File: src/rtl/uart_pkg.sv
`default_nettype none
// ============================================================================
// Module   : uart_pkg
// Purpose  : Shared types and constants for the UART transmit queue.
//            UART_DATA_W     - width of a UART byte
//            UART_FRAME_BITS - bits per frame (start + 8 data + stop)
//            txq_state_t     - transmit sequencer states
//            uart_byte_t     - one UART byte
// Revision : 1.0 - initial release
// ============================================================================
package uart_pkg;

  localparam int UART_DATA_W     = 8;
  localparam int UART_FRAME_BITS = 10;

  typedef enum logic [1:0] {
    TXQ_IDLE  = 2'd0,
    TXQ_START = 2'd1,
    TXQ_WAIT  = 2'd2
  } txq_state_t;

  typedef logic [UART_DATA_W-1:0] uart_byte_t;

endpackage : uart_pkg
`default_nettype wire

File: src/rtl/uart_sync_fifo.sv
`default_nettype none
// ============================================================================
// Module   : uart_sync_fifo
// Purpose  : Generic DEPTH x DATA_W synchronous FIFO with a separate occupancy
//            counter, count-decoded flags and a sticky overflow flag.
// Ports    : clk, reset (async, active-low)
//            wr_en/wr_data   - push side
//            rd_en/rd_data   - pop side (rd_data shows the head entry)
//            ovf_clear       - synchronous clear of overflow
//            full/empty/count/overflow - status
// Revision : 1.0 - initial release
// ============================================================================
module uart_sync_fifo #(
  parameter int DEPTH  = 8,
  parameter int DATA_W = 8
) (
  input  logic                     clk,
  input  logic                     reset,
  input  logic                     wr_en,
  input  logic [DATA_W-1:0]        wr_data,
  input  logic                     rd_en,
  output logic [DATA_W-1:0]        rd_data,
  input  logic                     ovf_clear,
  output logic                     full,
  output logic                     empty,
  output logic [$clog2(DEPTH):0]   count,
  output logic                     overflow
);

  localparam int ADDR_W = $clog2(DEPTH);
  localparam logic [ADDR_W-1:0] PTR_ONE  = {{(ADDR_W-1){1'b0}}, 1'b1};
  localparam logic [ADDR_W:0]   CNT_ONE  = {{ADDR_W{1'b0}}, 1'b1};
  localparam logic [ADDR_W:0]   CNT_FULL = (ADDR_W+1)'(DEPTH);

  logic [DATA_W-1:0] mem_q [DEPTH];
  logic [ADDR_W-1:0] wr_ptr_q, wr_ptr_d;
  logic [ADDR_W-1:0] rd_ptr_q, rd_ptr_d;
  logic [ADDR_W:0]   count_q, count_d;
  logic              overflow_q, overflow_d;
  logic              push, pop;

  assign full    = (count_q == CNT_FULL);
  assign empty   = (count_q == '0);
  assign count   = count_q;
  assign overflow = overflow_q;
  assign rd_data = mem_q[rd_ptr_q];

  always_comb begin
    pop  = rd_en && !empty;
    // A pop on the same edge frees a slot, so a push into a full FIFO is
    // still accepted when it coincides with a pop.
    push = wr_en && (!full || pop);

    wr_ptr_d   = push ? wr_ptr_q + PTR_ONE : wr_ptr_q;
    rd_ptr_d   = pop  ? rd_ptr_q + PTR_ONE : rd_ptr_q;

    count_d = count_q;
    if (push && !pop)      count_d = count_q + CNT_ONE;
    else if (pop && !push) count_d = count_q - CNT_ONE;

    // A dropped push beats a clear in the same cycle.
    overflow_d = overflow_q;
    if (wr_en && !push)  overflow_d = 1'b1;
    else if (ovf_clear)  overflow_d = 1'b0;
  end

  always_ff @(posedge clk or negedge reset) begin
    if (!reset) begin
      wr_ptr_q   <= '0;
      rd_ptr_q   <= '0;
      count_q    <= '0;
      overflow_q <= 1'b0;
    end else begin
      wr_ptr_q   <= wr_ptr_d;
      rd_ptr_q   <= rd_ptr_d;
      count_q    <= count_d;
      overflow_q <= overflow_d;
    end
  end

  // Storage is not reset; contents are meaningless until written.
  always_ff @(posedge clk) begin
    if (push) mem_q[wr_ptr_q] <= wr_data;
  end

endmodule : uart_sync_fifo
`default_nettype wire

File: src/rtl/uart_tx_fifo.sv
`default_nettype none
// ============================================================================
// Module   : uart_tx_fifo
// Purpose  : Byte queue plus transmit sequencer in front of a UART
//            transmitter. Pops one byte, pulses tx_start, then holds tx_data
//            until tx_done before launching the next byte.
// Ports    : clk, reset (async, active-low)
//            wr_en/wr_data          - host push
//            full/empty/count       - queue status
//            overflow/ovf_clear     - sticky dropped-push flag and its clear
//            tx_data/tx_start       - byte and launch pulse to transmitter
//            tx_done                - end-of-frame pulse from transmitter
//            tx_active              - sequencer busy (START or WAIT)
// Revision : 1.0 - initial release
// ============================================================================
module uart_tx_fifo
  import uart_pkg::*;
#(
  parameter int DEPTH  = 8,
  parameter int DATA_W = UART_DATA_W
) (
  input  logic                     clk,
  input  logic                     reset,
  input  logic                     wr_en,
  input  logic [DATA_W-1:0]        wr_data,
  output logic                     full,
  output logic                     empty,
  output logic [$clog2(DEPTH):0]   count,
  output logic                     overflow,
  input  logic                     ovf_clear,
  output logic [DATA_W-1:0]        tx_data,
  output logic                     tx_start,
  input  logic                     tx_done,
  output logic                     tx_active
);

  txq_state_t        state_q, state_d;
  logic [DATA_W-1:0] tx_data_q, tx_data_d;
  logic              tx_start_q, tx_start_d;
  logic              tx_active_q, tx_active_d;
  logic              pop;
  logic [DATA_W-1:0] head_data;

  uart_sync_fifo #(
    .DEPTH  (DEPTH),
    .DATA_W (DATA_W)
  ) u_fifo (
    .clk       (clk),
    .reset     (reset),
    .wr_en     (wr_en),
    .wr_data   (wr_data),
    .rd_en     (pop),
    .rd_data   (head_data),
    .ovf_clear (ovf_clear),
    .full      (full),
    .empty     (empty),
    .count     (count),
    .overflow  (overflow)
  );

  // Outputs are computed alongside the next state so they are registered
  // and line up with the state they describe.
  always_comb begin
    state_d     = state_q;
    tx_data_d   = tx_data_q;
    tx_start_d  = 1'b0;
    tx_active_d = tx_active_q;
    pop         = 1'b0;
    case (state_q)
      TXQ_IDLE: begin
        if (!empty) begin
          pop         = 1'b1;
          tx_data_d   = head_data;
          tx_start_d  = 1'b1;
          tx_active_d = 1'b1;
          state_d     = TXQ_START;
        end
      end
      TXQ_START: begin
        tx_active_d = 1'b1;
        state_d     = TXQ_WAIT;
      end
      TXQ_WAIT: begin
        if (tx_done) begin
          tx_active_d = 1'b0;
          state_d     = TXQ_IDLE;
        end
      end
      default: begin
        tx_active_d = 1'b0;
        state_d     = TXQ_IDLE;
      end
    endcase
  end

  always_ff @(posedge clk or negedge reset) begin
    if (!reset) begin
      state_q     <= TXQ_IDLE;
      tx_data_q   <= '0;
      tx_start_q  <= 1'b0;
      tx_active_q <= 1'b0;
    end else begin
      state_q     <= state_d;
      tx_data_q   <= tx_data_d;
      tx_start_q  <= tx_start_d;
      tx_active_q <= tx_active_d;
    end
  end

  assign tx_data   = tx_data_q;
  assign tx_start  = tx_start_q;
  assign tx_active = tx_active_q;

endmodule : uart_tx_fifo
`default_nettype wire

File: config.mk
export PLATFORM = sky130hd
export DESIGN_NAME = uart_tx_fifo
export DESIGN_NICKNAME = d
export VERILOG_FILES = /design/src/rtl/uart_pkg.sv /design/src/rtl/uart_sync_fifo.sv /design/src/rtl/uart_tx_fifo.sv
export SDC_FILE = /design/constraint.sdc
export NUM_CORES = 1
export LEC_CHECK = 0
export ABC_CLOCK_PERIOD_IN_PS = 7500
export CAP_MARGIN = 20
export CORE_MARGIN = 5
export CORE_UTILIZATION = 35
export CTS_CLUSTER_SIZE = 12
export DETAILED_ROUTE_END_ITERATION = 10
export GPL_ROUTABILITY_DRIVEN = 0
export GPL_TIMING_DRIVEN = 1
export PLACE_DENSITY = 0.51
export SLEW_MARGIN = 20
export SYNTH_ARGS = -nofsm -noshare
export SYNTH_HDL_FRONTEND = slang
export SYNTH_SLANG_ARGS = --single-unit
File: constraint.sdc
create_clock -name clk -period 7.5 [get_ports clk]
set_input_delay 1.5 -clock clk [delete_from_list [all_inputs] [get_ports clk]]
set_output_delay 1.5 -clock clk [all_outputs]
set_load 0.02 [all_outputs]
## Word level (Yosys, flattened, before mapping)

Memories as Yosys holds them, arrays and structs flattened. A register that Yosys moved wholly into a read port is not among the register bits.
Index checks and enable logic that the tools add are counted.

- Register bits after elaboration: 15
- RAM bits: 64
- Bits of input ports: 13
- Output and inout port bits: 17
- Logic and storage cells: 49
- Memories kept: 1

Memories:

| name | depth | width | read ports | clocked after Yosys merged registers in | write ports | RTL line | source |
|---|---|---|---|---|---|---|---|
| u_fifo.mem_q | 8 | 8 | 1 | 1 | 1 | uart_sync_fifo.sv:35 | `logic [DATA_W-1:0] mem_q [DEPTH];` |

- Add/subtract/negate cells: 4
- Equal/unequal tests: 5
- Multiplexer cells: 14
- Bitwise logic cells: 1
- Reductions and logical operators: 17

Operators with widths:

| cell | number |
|---|---|
| 1-bit two-way mux | 8 |
| 4-bit two-way mux | 2 |
| 3-bit by 1-bit adder with 3-bit output (second input constant) | 2 |
| 2-bit case mux with 3 select lines | 1 |
| 1-bit logical AND | 5 |
| 1-bit logical NOT | 5 |
| 4-bit by 1-bit adder with 4-bit output (second input constant) | 1 |
| 4-bit equality test (second input constant) | 1 |
| 4-bit logical NOT | 1 |
| 2-bit two-way mux | 2 |
| 2-bit != test (second input constant) | 2 |
| 2-bit AND reduction | 2 |
| 2-bit nonzero test | 2 |
| 4-bit by 1-bit subtractor with 4-bit output (second input constant) | 1 |
| 1-bit case mux with 3 select lines | 1 |
| 2-bit by 1-bit equality test with 1-bit output (second input constant) | 1 |
| 2-bit equality test (second input constant) | 1 |
| 2-bit logical NOT | 1 |
| 1-bit logical OR | 1 |
| 1-bit NOT | 1 |

## Logic depth before layout (Yosys ltp)

- Depth in word-level cells: 10
- Gate-level depth with buffers: 11
- Mapped depth without buffers: 11

## Modules after synthesis

Synthesis repeated with hierarchy kept, for this count alone.

- Cells, all modules: 189
- Area, all modules: 3544.6 µm²

By module, submodules not included:

| module | instances | cells each | area an instance (µm²) | seq. area each (µm²) |
|---|---|---|---|---|
| uart_sync_fifo | 1 | 161 | 3094.2 | 2197.1 |
| uart_tx_fifo | 1 | 28 | 450.4 | 300.3 |

## Worst setup path after synthesis

OpenSTA, ideal clock, no wires.

- Path type: input-to-reg
- Start: input wr_en
- End: register u_fifo.count_q[3], in the netlist u_fifo.count[3]
- Setup time: 0.136 ns
- Arrival: 2.888 ns
- Data required time: 7.364 ns
- Setup slack: 4.476 ns
- Cell stages on the path: 8
- Path buffers: 0
- Path through: nand2_1 inv_1 ha_1 inv_1 ha_1 a21o_1 a2111oi_0 o31ai_1

- Longest elaborated chain between the ends: 4
- Elaborated cells on any way between the ends: 6
- Classes of those cells: mux (1); reduce/logical (5)

Ends and longest elaborated chain:

| what | RTL line | source |
|---|---|---|
| start, declared | uart_tx_fifo.sv:24 | `input logic wr_en,` |
| 1-bit logical AND * | uart_sync_fifo.sv:52 | `push = wr_en && (!full \|\| pop);` |
| net u_fifo.push | uart_sync_fifo.sv:40 | `logic push, pop;` |
| 1-bit logical NOT | uart_sync_fifo.sv:59 | `else if (pop && !push) count_d = count_q - CNT_ONE;` |
| 1-bit logical AND | uart_sync_fifo.sv:59 |  |
| 2-bit nonzero test (no line) | - |  |
| end signal, assigned | uart_sync_fifo.sv:76 | `count_q <= count_d;` |
| end, declared | uart_sync_fifo.sv:38 | `logic [ADDR_W:0] count_q, count_d;` |

The timed path passes the listed nets; every way through them passes the cells marked *.
A chain may end at the register's enable or synchronous reset.

## Worst setup path in the final report

Same ends and word-level chain as after synthesis.

==> results by group <==
Route
  – Via density per instance: 4.73
  – DR vias: 1,953
  – Final ANT Viol Nets: 0
  – DRC: 0
  – Routed wire length: 7.02 mm
  – DR iter-0 viols: 106
  – WL/cell: 17.0 µm
  – Drt pass-1 iters: 4

Job
  – Max-cap violations: 0

Die
  – Ports: 30
  – Chip width: 112 µm
  – Die H: 112 µm
  – Core ar.: 10,200 µm²
  – Rows: 37
  – Area of the die: 12,500 µm²
  – Starting Density: 35.4%

GRT
  – Vias in the first global route: 2,036
  – Initial antenna violation count: 0
  – GR Util All Layers: 11.9%
  – Grt ovf: 0
  – Largest net degree at the start of global routing: 35
  – First-pass GRT wire length: 11.3 mm

Place
  – Placed instance area: 4050 µm²
  – Post-DP HPWL: 4.47 mm
  – IO buf count: 29

STA
  – Worst Max-Slew Pin Slew: 1.05 ns
  – Worst Clk Skew: 0.0128 ns
  – Final hold viol count: 0
  – Fmax: 288 MHz
  – Max_slew headroom: 29.9%
  – Setup TNS: 0 ns
  – Unrepaired setup endpoints after global routing: no
  – Crit path time final: 3.47 ns
  – Min Hold Slack: 0.479 ns
  – Final Max Tran Viols: 0
  – # setup viols final: 0
  – Tcrit/Tclk final: 46.3%

Clocking
  – Post-CTS Hold Fix Bufs: 0
  – Clock latency on the worst-skew pair: 0.35 ns
  – CTS tree: built
  – Num CTS Buffers: 9
  – Clk root buf: clkbuf_8
  – H-Tree Depth: 3
  – Clock-pin slew on the worst setup and hold paths: 0.09 ns
  – CTS sink cnt: 87
  – Clk buf depth: 2
  – Cts repair resizes: 0
  – Setup Buffers After CTS: 0

Yosys
  – Area of the mapped netlist: 3620 µm²
  – Syn Area/Cell: 15.2 µm²
  – Register area share after synthesis: 68.9%
  – Syn Inst Count: 239
  – Post-synthesis net count: 258
  – Seq cells post-synth: 87
  – Unique masters post-synth: 37
  – Ys Warns: 0

Pwr
  – PwrDens: 404 nW/µm²
  – Worst vdd ir: 0.000122 V
  – Pwr Total: 1720 µW
  – Leakage power: 0.00157 µW

Critical path
  – CP arrival: 3.69 ns
  – Startpoint Class: primary input
  – Worst-path fanout max: 7
  – Worst path required time: 7.72 ns
  – Kind of critical path: primary input to register
  – Slowest Stage Delay on Critical Path: 0.59 ns
  – Crit path max-delay cell type: clkdlybuf4s50_1
  – Worst path cell trace: clkdlybuf4s50_1 -> nand2_1 -> inv_1 -> ha_1 -> inv_1 -> ha_1 -> a21o_1 -> a2111oi_0 -> o31ai_1
  – CP endpoint kind: register
  – FF-to-FF path depth: 8

Final layout
  – Fillers: 948
  – Most frequent cells in the layout: edfxtp_1 (64), mux2i_1 (33), clkdlybuf4s50_1 (29)
  – ANT cells: 0
  – Commonest non-fill, non-tap cell in the layout: edfxtp_1
  – Final core utilization: 41.6%
  – Layout area overhead: 17.5%
  – Area occupied by multi-input gates: 1040 µm²
  – Final #Nets: 291
  – FF+latch area: 2500 µm²
  – Share of cells above drive strength 1: 13.7%
  – Design area: 4260 µm²

Worst hold path
  – Number of cells on the worst hold path: 2
  – Tightest Hold Check Type: register to register

Outcome
  – Run status: finished clean
area by class of cell:
cell class	instances	area share [%]
Sequential cell	87	58.7
Multi-Input combinational cell	134	24.5
Clock inverter	6	1.59
Inverter	7	0.676
Tap cell	136	4.00
Timing Repair Buffer	33	7.52
Clock buffer	10	3.00
cell families (layout without fill, tap and decap cells):
| kind of cell | Yosys count | in the layout | share of synthesized area, % |
|---|---|---|---|
| muxes | 35 | 35 | 9.74 |
| DFF | 87 | 87 | 68.9 |
| xor gates and xnor gates | 6 | 6 | 1.45 |
| buffers and inverters | 18 | 56 | 3.07 |
| adders and majority gates | 6 | 6 | 2.28 |
| and+or+nand+nor | 58 | 58 | 8.91 |
| AOI/OAI and AO/OA | 29 | 29 | 5.60 |
registers in the layout (all words and copies together), names as in the netlist:
| signal | cells |
|---|---|
| state_q | 2 |
| tx_active | 1 |
| tx_data | 8 |
| tx_start | 1 |
| u_fifo.count | 4 |
| u_fifo.mem_q | 64 |
| u_fifo.overflow | 1 |
| u_fifo.rd_ptr_q | 3 |
| u_fifo.wr_ptr_q | 3 |
synthesized netlist by cell type:
cell | number | area share (%)
nand2_1 | 27 | 2.8
mux2_2 | 1 | 0.31
buf_12 | 1 | 0.55
buf_2 | 2 | 0.28
nor4_2 | 1 | 0.35
a22oi_1 | 16 | 3.3
mux2_1 | 1 | 0.31
mux2i_1 | 33 | 9.1
and2_1 | 1 | 0.17
buf_1 | 3 | 0.31
nor4b_2 | 1 | 0.41
or3b_2 | 1 | 0.24
o21a_1 | 2 | 0.41
o31ai_1 | 1 | 0.21
fa_1 | 1 | 0.55
nor3_1 | 7 | 0.97
buf_6 | 2 | 0.62
o21ai_0 | 5 | 0.69
nand3_1 | 3 | 0.41
nor4_1 | 2 | 0.35
or3_1 | 1 | 0.17
inv_1 | 6 | 0.62
buf_4 | 2 | 0.41
a21oi_1 | 2 | 0.28
edfxtp_1 | 64 | 53
inv_4 | 1 | 0.17
xnor2_1 | 6 | 1.5
o21ai_2 | 1 | 0.24
clkbuf_1 | 1 | 0.10
nand2_2 | 1 | 0.17
dfrtp_1 | 23 | 16
nor2b_1 | 2 | 0.35
nor2_1 | 3 | 0.31
a21o_1 | 1 | 0.21
ha_1 | 5 | 1.7
nand3_2 | 8 | 2.2
a2111oi_0 | 1 | 0.24
per-layer routing:
layer,GRT usage (%),share of wire (%)
met5,0,0
met4,4.62,1.4
met3,2.28,3.8
met2,17.8,47
met1,17.2,48
critical path: cells and delay by family:
family                   cells  cell delay [ns]
buffers and inverters        3             0.80
AO/OA/AOI/OAI                3             0.76
adder cells (fa/ha/maj)      2             0.49
AND/OR/NAND/NOR              1             0.14
worst paths after layout:
| path | slack, ns | endpoint | startpoint |
|---|---|---|---|
| setup / recovery | 4.03 | u_fifo.count[3] | wr_en |
| hold / removal | 0.48 | tx_data[3] | tx_data[3] |
| setup reg to reg | 4.38 | u_fifo.count[3] | u_fifo.count[0] |
| hold reg to reg | 0.48 | tx_data[3] | tx_data[3] |
| max in group asynchronous | 5.71 | u_fifo.rd_ptr_q[0] | reset |
| min in group asynchronous | 1.52 | tx_data[3] | reset |
power by group:
| group | internal, µW | switching (µW) | leakage [µW] |
|---|---|---|---|
| logic | 286 | 346 | 0.000620 |
| registers | 637 | 129 | 0.000857 |
| clock network | 156 | 166 | 0.0000949 |
| total | 1080 | 641 | 0.00157 |
per-stage QoR:
step	setup slack, ns	cells
after floorplan	4.48	239
after global placement	3.79	397
after detailed placement	3.68	397
after CTS	4.02	413
after global routing	3.84	413
final	4.03	413
(Power assumes the default switching activity.)
